===== src/rtl/fsk_tx_scheduler.sv =====
// Round-robin scheduler that feeds one of two codeword sources
// to the serializer and FSK encoder, enforcing an inter-frame gap.
module fsk_tx_scheduler #(
  parameter int unsigned CODE_W   = 11,
  parameter int unsigned GAP_CYC  = 64,
  parameter int unsigned START_TO = 32,
  parameter int unsigned CNT_W    = 8
) (
  input  logic              quickclk,
  input  logic              reset,
  input  logic              req0,
  input  logic [CODE_W-1:0] code0,
  output logic              ack0,
  input  logic              req1,
  input  logic [CODE_W-1:0] code1,
  output logic              ack1,
  output logic [CODE_W-1:0] ser_code,
  output logic              ser_send,
  input  logic              ser_sending,
  output logic              fsk_en,
  output logic              busy,
  output logic              grant_id,
  output logic [CNT_W-1:0]  frame_cnt,
  output logic              err
);

  localparam int unsigned MAXC =
    (GAP_CYC > START_TO) ? GAP_CYC : START_TO;
  localparam int unsigned TW = $clog2(MAXC + 1);
  localparam logic [TW-1:0] GAP_LAST = TW'(GAP_CYC - 1);
  localparam logic [TW-1:0] TO_LAST  = TW'(START_TO - 1);

  typedef enum logic [2:0] {
    S_IDLE,
    S_LOAD,
    S_WAIT_START,
    S_WAIT_DONE,
    S_GAP
  } state_e;

  state_e            state_q, state_d;
  logic [CODE_W-1:0] code_q, code_d;
  logic              ack0_q, ack0_d;
  logic              ack1_q, ack1_d;
  logic              send_q, send_d;
  logic              fsk_q, fsk_d;
  logic              gid_q, gid_d;
  logic              ptr_q, ptr_d;
  logic [CNT_W-1:0]  cnt_q, cnt_d;
  logic              err_q, err_d;
  logic [TW-1:0]     tcnt_q, tcnt_d;
  logic              win;

  // State and registered outputs; reset aborts any frame in flight.
  always_ff @(posedge quickclk or negedge reset) begin
    if (!reset) begin
      state_q <= S_IDLE;
      code_q  <= '0;
      ack0_q  <= 1'b0;
      ack1_q  <= 1'b0;
      send_q  <= 1'b0;
      fsk_q   <= 1'b0;
      gid_q   <= 1'b0;
      ptr_q   <= 1'b0;
      cnt_q   <= '0;
      err_q   <= 1'b0;
      tcnt_q  <= '0;
    end else begin
      state_q <= state_d;
      code_q  <= code_d;
      ack0_q  <= ack0_d;
      ack1_q  <= ack1_d;
      send_q  <= send_d;
      fsk_q   <= fsk_d;
      gid_q   <= gid_d;
      ptr_q   <= ptr_d;
      cnt_q   <= cnt_d;
      err_q   <= err_d;
      tcnt_q  <= tcnt_d;
    end
  end

  // Next-state: grant, start timeout, completion and gap counting.
  always_comb begin
    state_d = state_q;
    code_d  = code_q;
    ack0_d  = 1'b0;
    ack1_d  = 1'b0;
    send_d  = 1'b0;
    fsk_d   = fsk_q;
    gid_d   = gid_q;
    ptr_d   = ptr_q;
    cnt_d   = cnt_q;
    err_d   = err_q;
    tcnt_d  = tcnt_q;
    win     = (req0 && req1) ? ptr_q : req1;
    unique case (state_q)
      S_IDLE: begin
        if (req0 || req1) begin
          state_d = S_LOAD;
          code_d  = win ? code1 : code0;
          ack0_d  = ~win;
          ack1_d  = win;
          send_d  = 1'b1;
          fsk_d   = 1'b1;
          gid_d   = win;
          ptr_d   = ~win;
        end
      end
      S_LOAD: begin
        state_d = S_WAIT_START;
        tcnt_d  = '0;
      end
      S_WAIT_START: begin
        if (ser_sending) begin
          state_d = S_WAIT_DONE;
        end else if (tcnt_q == TO_LAST) begin
          err_d   = 1'b1;
          fsk_d   = 1'b0;
          state_d = S_GAP;
          tcnt_d  = '0;
        end else begin
          tcnt_d = tcnt_q + 1'b1;
        end
      end
      S_WAIT_DONE: begin
        if (!ser_sending) begin
          cnt_d   = cnt_q + 1'b1;
          fsk_d   = 1'b0;
          state_d = S_GAP;
          tcnt_d  = '0;
        end
      end
      S_GAP: begin
        if (tcnt_q == GAP_LAST) begin
          state_d = S_IDLE;
        end else begin
          tcnt_d = tcnt_q + 1'b1;
        end
      end
      default: state_d = S_IDLE;
    endcase
  end

  assign ack0      = ack0_q;
  assign ack1      = ack1_q;
  assign ser_code  = code_q;
  assign ser_send  = send_q;
  assign fsk_en    = fsk_q;
  assign busy      = (state_q != S_IDLE);
  assign grant_id  = gid_q;
  assign frame_cnt = cnt_q;
  assign err       = err_q;

endmodule


===== config.mk =====
export PLATFORM = sky130hd
export DESIGN_NAME = fsk_tx_scheduler
export DESIGN_NICKNAME = d
export VERILOG_FILES = /design/src/rtl/fsk_tx_scheduler.sv
export SDC_FILE = /design/constraint.sdc
export NUM_CORES = 1
export LEC_CHECK = 0
export BUFFER_PORTS_ARGS = -buffer_cell sky130_fd_sc_hd__buf_2
export CORE_AREA = 4 4 52 89
export DETAILED_ROUTE_END_ITERATION = 10
export DIE_AREA = 0 0 56 93
export PLACE_DENSITY = 0.79
export SKIP_LAST_GASP = 1
export SYNTH_ARGS = -nofsm -noshare
export SYNTH_HDL_FRONTEND = slang
export SYNTH_SLANG_ARGS = --single-unit
export TNS_END_PERCENT = 100

===== constraint.sdc =====
create_clock -name quickclk -period 1.77 [get_ports quickclk]
set_input_delay 0.531 -clock quickclk [delete_from_list [all_inputs] [get_ports quickclk]]
set_output_delay 0.531 -clock quickclk [all_outputs]
set_load 0.03 [all_outputs]

# Word level (Yosys, flattened, before mapping)
# Cells that the tools add are included.
word_totals:
  word_cells: 64
  input_bits: 27
  output_inout_bits: 26
  ff_bits: 36
classes:
  add_sub_neg: 2
  n_mux: 24
  reduce_logical: 12
  bitwise_logic: 2
  eq_ne: 13
op_table:
  columns: ["op", "n"]
  rows:
  - ["2-to-1 mux 7 bit", 4]
  - ["case mux 7 bit (4 select lines)", 1]
  - ["2-to-1 mux 3 bit", 5]
  - ["case mux 3 bit (5 select lines)", 1]
  - ["inequality test 2 bit, second input constant", 6]
  - ["2-to-1 mux 1 bit", 11]
  - ["2-to-1 mux 11 bit", 1]
  - ["adder 8 x 1 -> 8 bit, second input constant", 1]
  - ["AND reduction 4 bit", 2]
  - ["adder 7 x 1 -> 7 bit, second input constant", 1]
  - ["== test 7 x 5 -> 1 bit, second input constant", 1]
  - ["== test 7 x 6 -> 1 bit, second input constant", 1]
  - ["== test 3 x 2 -> 1 bit, second input constant", 2]
  - ["nonzero test 3 bit", 2]
  - ["AND reduction 5 bit", 1]
  - ["AND reduction 2 bit", 2]
  - ["nonzero test 4 bit", 1]
  - ["== test 3 x 1 -> 1 bit, second input constant", 1]
  - ["== test 3 bit, second input constant", 1]
  - ["zero test 3 bit", 1]
  - ["inequality test 3 bit, second input constant", 1]
  - ["case mux 1 bit (3 select lines)", 1]
  - ["AND reduction 3 bit", 1]
  - ["inverter 1 bit", 2]
  - ["other kinds (2)", 2]

# Logic depth before layout (Yosys ltp)
# Gate-level depths: netlist (run 1).
logic_depth:
  word_depth: 5
  depth_mapped: 6
  ltp_nobuf: 5

# Least setup slack after synthesis (run 1)
# OpenSTA, ideal clock, no wires.
synth_timing:
  path_kind: "input to register"
  start: "in ser_sending"
  end: "reg tcnt_q[0]"
  path_stages: 5
  setup_ns: 0.125
  path_buffers: 1
  t_arrival_ns: 1.471
  setup_slack_ns: 0.174
  t_required_ns: 1.645
  path_cell_list: "a21o_4 -> or2_0 -> buf_6 -> and2_4 -> mux2_2"
synth_via:
  elab_chain_cells: 2
  word_cells_on_any_way: 3
  classes_between: "2 x eq/ne; 1 x reduce/logical"
synth_rtl:
  columns: ["element", "line", "rtl"]
  rows:
  - ["start: declaration", "19", "input logic ser_sending,"]
  - ["inequality test 2 bit (no source line)", null, null]
  - ["AND reduction 4 bit (no source line) (*)", null, null]
  - ["end signal: assignment", "79", "tcnt_q <= tcnt_d;"]
  - ["end: declaration", "51", "logic [TW-1:0] tcnt_q, tcnt_d;"]
# Mark *: on every way between the ends. The rest lies on a longest branch, timed or not.
# A chain may end at the register's enable or synchronous reset.

# Worst setup path in the final report (run 1)
layout_timing:
  start: "reg state_q[1]"
  end: "reg tcnt_q[0]"
layout_via:
  elab_chain_cells: 3
  word_cells_on_any_way: 10
  classes_between: "7 x eq/ne; 1 x mux; 2 x reduce/logical"
layout_rtl:
  columns: ["element", "line", "rtl"]
  rows:
  - ["start: declaration", "41", "state_e state_q, state_d;"]
  - ["start signal: assignment", "69", "state_q <= state_d;"]
  - ["== test 3 bit, or another cell as far along", "97", "unique case (state_q)"]
  - ["nonzero test 4 bit (no source line) or inequality test 2 bit (tied branches)", null, null]
  - ["AND reduction 4 bit (no source line)", null, null]
# Parallel ways exist; a longest one is shown, timed or not.

==> results of run 1 <==
[metal layers]
metal / GRT usage / up-vias / routed length (um)
met2: 0.301 / 62 / 2120
met3: 0.0483 / 8 / 289
met5: 0 / - / 0
met4: 0.0792 / 0 / 102
li1: - / 706 / -
met1: 0.161 / 722 / 1380
[cells in the final DEF (no fill, tap or decap), types with 2 or more instances in the layout]
master and count:
a21o_1 2, a21oi_1 4, a222oi_1 11, and3_1 3
buf_2 51, buf_4 17, clkbuf_1 2, clkbuf_8 5
dfrtp_1 33, dfrtp_2 3, inv_1 17, mux2_2 2
mux2i_1 2, nand2_1 9, nand2b_1 4, nand3_1 7
nand4_1 4, nor2_1 9, nor3b_1 2, o21ai_0 4
o21ai_2 2, o21bai_1 2, xnor2_1 6
[synth_stat cells, drive strengths merged (2+ instances only)]
master,number
nor3,2
dfrtp,36
buf,7
o21ai,6
nor3b,2
xnor2,6
nand2,9
ha,2
nand4,4
mux2i,2
a222oi,11
and3,3
inv,17
nand3,7
o21bai,2
a21o,3
a211oi,2
nand2b,4
nor2,9
mux2,2
a21oi,4
[state kept, by name, summed over array words and instances (netlist names), 3 cells and up]
signal / count
state_q: 3
tcnt_q: 7
frame_cnt: 8
ser_code: 11
[what timing repair did]
action | CTS | global route
resized for setup | 3 | 3
pin swaps | 1 | 2
endpoints found under the setup margin | 1 | 3
hold buffers | 0 | 0
setup buffers | 3 | 6
[worst paths after layout]
kind | slack [ns] | startpoint | to
hold / removal | 0.26 | reset | ser_code[9]
setup reg to reg | 0.06 | state_q[1] | tcnt_q[0]
max in group asynchronous | 1.16 | reset | state_q[2]
hold reg to reg | 0.46 | err | err
setup / recovery | 0.06 | state_q[1] | tcnt_q[0]
min in group quickclk | 0.44 | code0[4] | ser_code[4]
[layout make-up]
class	count	area [sq um]
clock buffer	7	76.3
clock inverter	1	8.76
fill	347	1700
inverter	17	63.8
multi-input combinational	97	701
sequential	36	905
tap	48	60.1
timing repair buffer	69	390
[metrics by stage]
| step | TNS, ns | setup slack [ns] | hold slack [ns] | util | instances |
|---|---|---|---|---|---|
| after floorplan | 0 | 0.174 | 0.235 | - | 157 |
| after global placement | 0 | 0.0419 | 0.451 | 0.523 | 258 |
| after detailed placement | 0 | 0.0110 | 0.451 | 0.523 | 258 |
| after CTS | 0 | 0.0136 | 0.277 | 0.552 | 269 |
| after global routing | -0.0199 | -0.0199 | 0.295 | 0.565 | 275 |
| final | 0 | 0.0565 | 0.256 | 0.565 | 275 |
[logic make-up after synthesis]
group / count (synthesis)
adders and majority gates: 2
muxes: 4
xor gates and xnor gates: 7
DFF: 36
and+or+nand+nor: 46
AOI/OAI and AO/OA: 38
buffers and inverters: 24
[power breakdown]
part / switching [mW] / internal (mW)
logic: 1.12 / 0.775
clock network: 0.300 / 0.281
registers: 0.248 / 1.12
total: 1.66 / 2.18
==> flow_summary.toml, run 1 <==
[timing]
hold_violations = 0
min_period_ns = 1.71
clock.fmax_mhz = 584
skew_ns = 0.00966
relSlewSlack = 0.617
rsz0062_at_grt = "true"
setup_viol = 0
fin_crit_sh = 0.968
slew_viol_final = 0
worst_pin_slew_ns = 0.575

[synth]
syn_area_per_cell_sq_um = 10.9
yosys.area_share.simple = 0.151
seq_area_frac_synth = 0.526
async_reset_ff_frac = 1.00
yosys.area.top_type = "dfrtp_1"
syn_area_sq_um = 1710
ys.warnings.count = 0
synth_ff_type = "dfrtp_1"
synthXorXnorAreaFrac = 0.0358
synth_top_family_by_area = "compound AO/OA/AOI/OAI gates"
synth_seq_cells = 36
yosysUniqueCellTypes = 44
synth-compound-area-share = 0.181
syn_nets = 186
synth_edf_count = 0
synthAdderAreaFrac = 0.0146
synth_top_area_share = 0.526
synth.area.top_cells = "dfrtp_1, a222oi_1, inv_1, xnor2_1, nand3_1"
synthMuxAreaShare = 0.0248
synth_cells = 157

[grt]
antenna_found_initial = 0
grt_usage = 0.163
grt_pass1_wl_um = 6750
grt.overflow.total = 0
grt_start_max_net_pins = 37
first_global_vias = 1561

[status]
outcome = "finished clean"

[pwr]
power_density_nw_per_um2 = 1740
p_leak_nw = 1.12
irDropWorstVdd_mv = 1.31
p_total_mw = 3.84

[finish]
drive_gt1_frac = 0.392
fin_nets = 255
syn2layout_area_growth_pct = 28.7
finish.instance_area_sq_um = 2200
diodes = 0

[clocking]
cts_buffers = 5
clock_latency_ns = 0.29
cts_tree = "done"
cts_root_buf = "clkbuf_8"
clock_sinks = 36
cts.clk_slew.worst_paths_ns = 0.07
htree_levels = 2
clockBufferDepth = 2

[detailed_routing]
vias = 1498
via_per_inst = 5.45
drtIter0Drc = 59
drc = 0
drt_pass1_iterations = 4
final_antenna_net_count = 0
routed_wl_um = 3900
wire_per_inst_um = 14.2

[placement]
place_area_sq_um = 2040
place.port_buffers = 52
gp_congestion = 0.813
dp_hpwl_um = 2870

[setup_path]
cpLargestDelayFamily = "simple AND/OR/NAND/NOR gates"
crit_chain = "buf_4 -> a21o_4 -> or2_0 -> and2_4 -> mux2_2"
worstPathMaxFanout = 8
cpMaxStageDelayCell = "dfrtp_2"
crit_required_ns = 1.94
rr_worst_depth = 5
crit_buf_inv = 1
max_stage_delay_ns = 0.45
crit_path_end_kind = "register"
crit_cells = 5
critPathLaunchType = "register"
crit_type = "reg -> reg"
arrival_ns = 1.89

[floorplan]
start_util = 0.439
die_w_um = 56
core_area_sq_um = 3900
die_area_sq_um = 5210
pin_count = 53
rows = 30
fp.dieH_um = 93

[hold_path]
hold_class = "in -> async"

[job]
cap_violations = 0
(Power assumes the default switching activity.)
==> inputs of run 2 (changes only) <==
Settings changed: CORE_AREA 4 4 52 89 to 4 4 58 100, DIE_AREA 0 0 56 93 to 0 0 62 104, PLACE_DENSITY 0.79 to 0.66.
==> flow_summary.toml, run 2 (same netlist as run 1, synthesis figures left out) <==
[timing]
clock.fmax_mhz = 583
worst_pin_slew_ns = 0.607
hold_violations = 0
relSlewSlack = 0.595
tns_ns = 0
fin_ws_ns = 0.0553
min_period_ns = 1.71
fin_crit_sh = 0.969
setup_viol = 0
slew_viol_final = 0
rsz0062_at_grt = "true"
skew_ns = 0.00367

[clocking]
cts_root_buf = "clkbuf_8"
clock_latency_ns = 0.28
cts_tree = "done"
clock_sinks = 36
cts_buffers = 5
cts.clk_slew.worst_paths_ns = 0.07
htree_levels = 2
clockBufferDepth = 2

[grt]
antenna_found_initial = 0
grt_start_max_net_pins = 37
grt_usage = 0.135
first_global_vias = 1478
grt.overflow.total = 0
grt_pass1_wl_um = 6640

[placement]
gp_congestion = 0.810
place.port_buffers = 52
dp_hpwl_um = 2940
dp_slack_ns = -0.0511

[finish]
fin_nets = 252
largest_reg_flops = 11
diodes = 0
layout_common_cells = "buf_2, dfrtp_1, inv_1"
syn2layout_area_growth_pct = 29.9
layout_commonest_cell = "buf_2"
utilization = 0.447
drive_gt1_frac = 0.384

[pwr]
power_density_nw_per_um2 = 1770
p_total_mw = 3.94
p_leak_nw = 1.13
irDropWorstVdd_mv = 0.940

[setup_path]
worstSetupStartpoint = "state_q[1]"
crit_type = "reg -> reg"
cpMaxStageDelayCell = "or4_1"
worstPathMaxFanout = 6
critPathLaunchType = "register"
crit_required_ns = 1.93
reg2reg_from = "state_q[1]"
arrival_ns = 1.88
crit_path_end_kind = "register"
max_stage_delay_ns = 0.52
crit_chain = "buf_4 -> nand2b_1 -> or4_1 -> o221ai_1 -> a21oi_1"

[floorplan]
rows = 34
pin_count = 53
core_area_sq_um = 4980
die_area_sq_um = 6450
fp.dieH_um = 104
start_util = 0.344
die_w_um = 62

[detailed_routing]
wire_per_inst_um = 14.1
drtIter0Drc = 52
vias = 1463
routed_wl_um = 3910
via_per_inst = 5.26
drc = 0
drt_pass1_iterations = 5
final_antenna_net_count = 0

[status]
outcome = "finished clean"

[job]
cap_violations = 0

[hold_path]
hold_class = "in -> async"
-- run 2: changes by cell type in the layout (fill, tap and decap cells not counted), sizes merged --
cell	delta
clkbuf	-2
bufinv	+1
buf	-2
-- run 2: final cells by class --
cell class / count / area [sq um]
inverters: 17 / 63.8
flip-flops and latches: 36 / 903
repair buffers: 66 / 372
fillers: 486 / 2750
multi-input cells: 97 / 711
well taps: 54 / 67.6
clock inverters: 2 / 35.0
clock buffers: 6 / 72.6
-- run 2: repair_timing --
| item | 4_1_cts | 5_1_grt |
|---|---|---|
| pin swaps | 1 | 2 |
| hold buffers | 0 | 0 |
| resized for setup | 2 | 7 |
| setup buffers | 4 | 1 |
| endpoints found under the setup margin | 1 | 5 |
-- run 2: routing by layer --
metal / global-route usage / share of wire / vias to the layer above
li1: - / - / 705
met2: 0.234 / 0.56 / 44
met3: 0.0273 / 0.048 / 9
met4: 0.0683 / 0.029 / 0
met1: 0.145 / 0.36 / 705
met5: 0 / 0 / -
-- run 2: stage by stage --
stage | std cells | instance area (sq um) | hold WS, ns
floorplan | 157 | 1710 | 0.235
global placement | 265 | 2060 | 0.457
detailed placement | 265 | 2060 | 0.464
CTS | 277 | 2200 | 0.296
global route | 278 | 2220 | 0.327
finish | 278 | 2220 | 0.272
-- run 2: report_power, final --
| group | switching (mW) | leakage (nW) | internal, mW |
|---|---|---|---|
| combinational | 1.11 | 0.621 | 0.756 |
| sequential | 0.236 | 0.457 | 1.12 |
| clock | 0.296 | 0.0552 | 0.418 |
| total | 1.64 | 1.13 | 2.30 |
-- run 2: final timing paths --
path | end | depth (start not counted) | slack [ns]
max | tcnt_q[3] | 5 | 0.06
min | tcnt_q[0] | 2 | 0.27
max reg2reg | tcnt_q[3] | 5 | 0.06
min reg2reg | frame_cnt[7] | 1 | 0.47
max in group asynchronous | state_q[1] | 2 | 1.14
min in group quickclk | ser_code[4] | 3 | 0.45
-- run 2: critical path, delay by kind of cell (launching register included) --
kind                   cells  cell delay, ns
DFF                        1            0.44
buffers and inverters      1            0.17
AOI/OAI and AO/OA          2            0.30
and+or+nand+nor            2            0.70
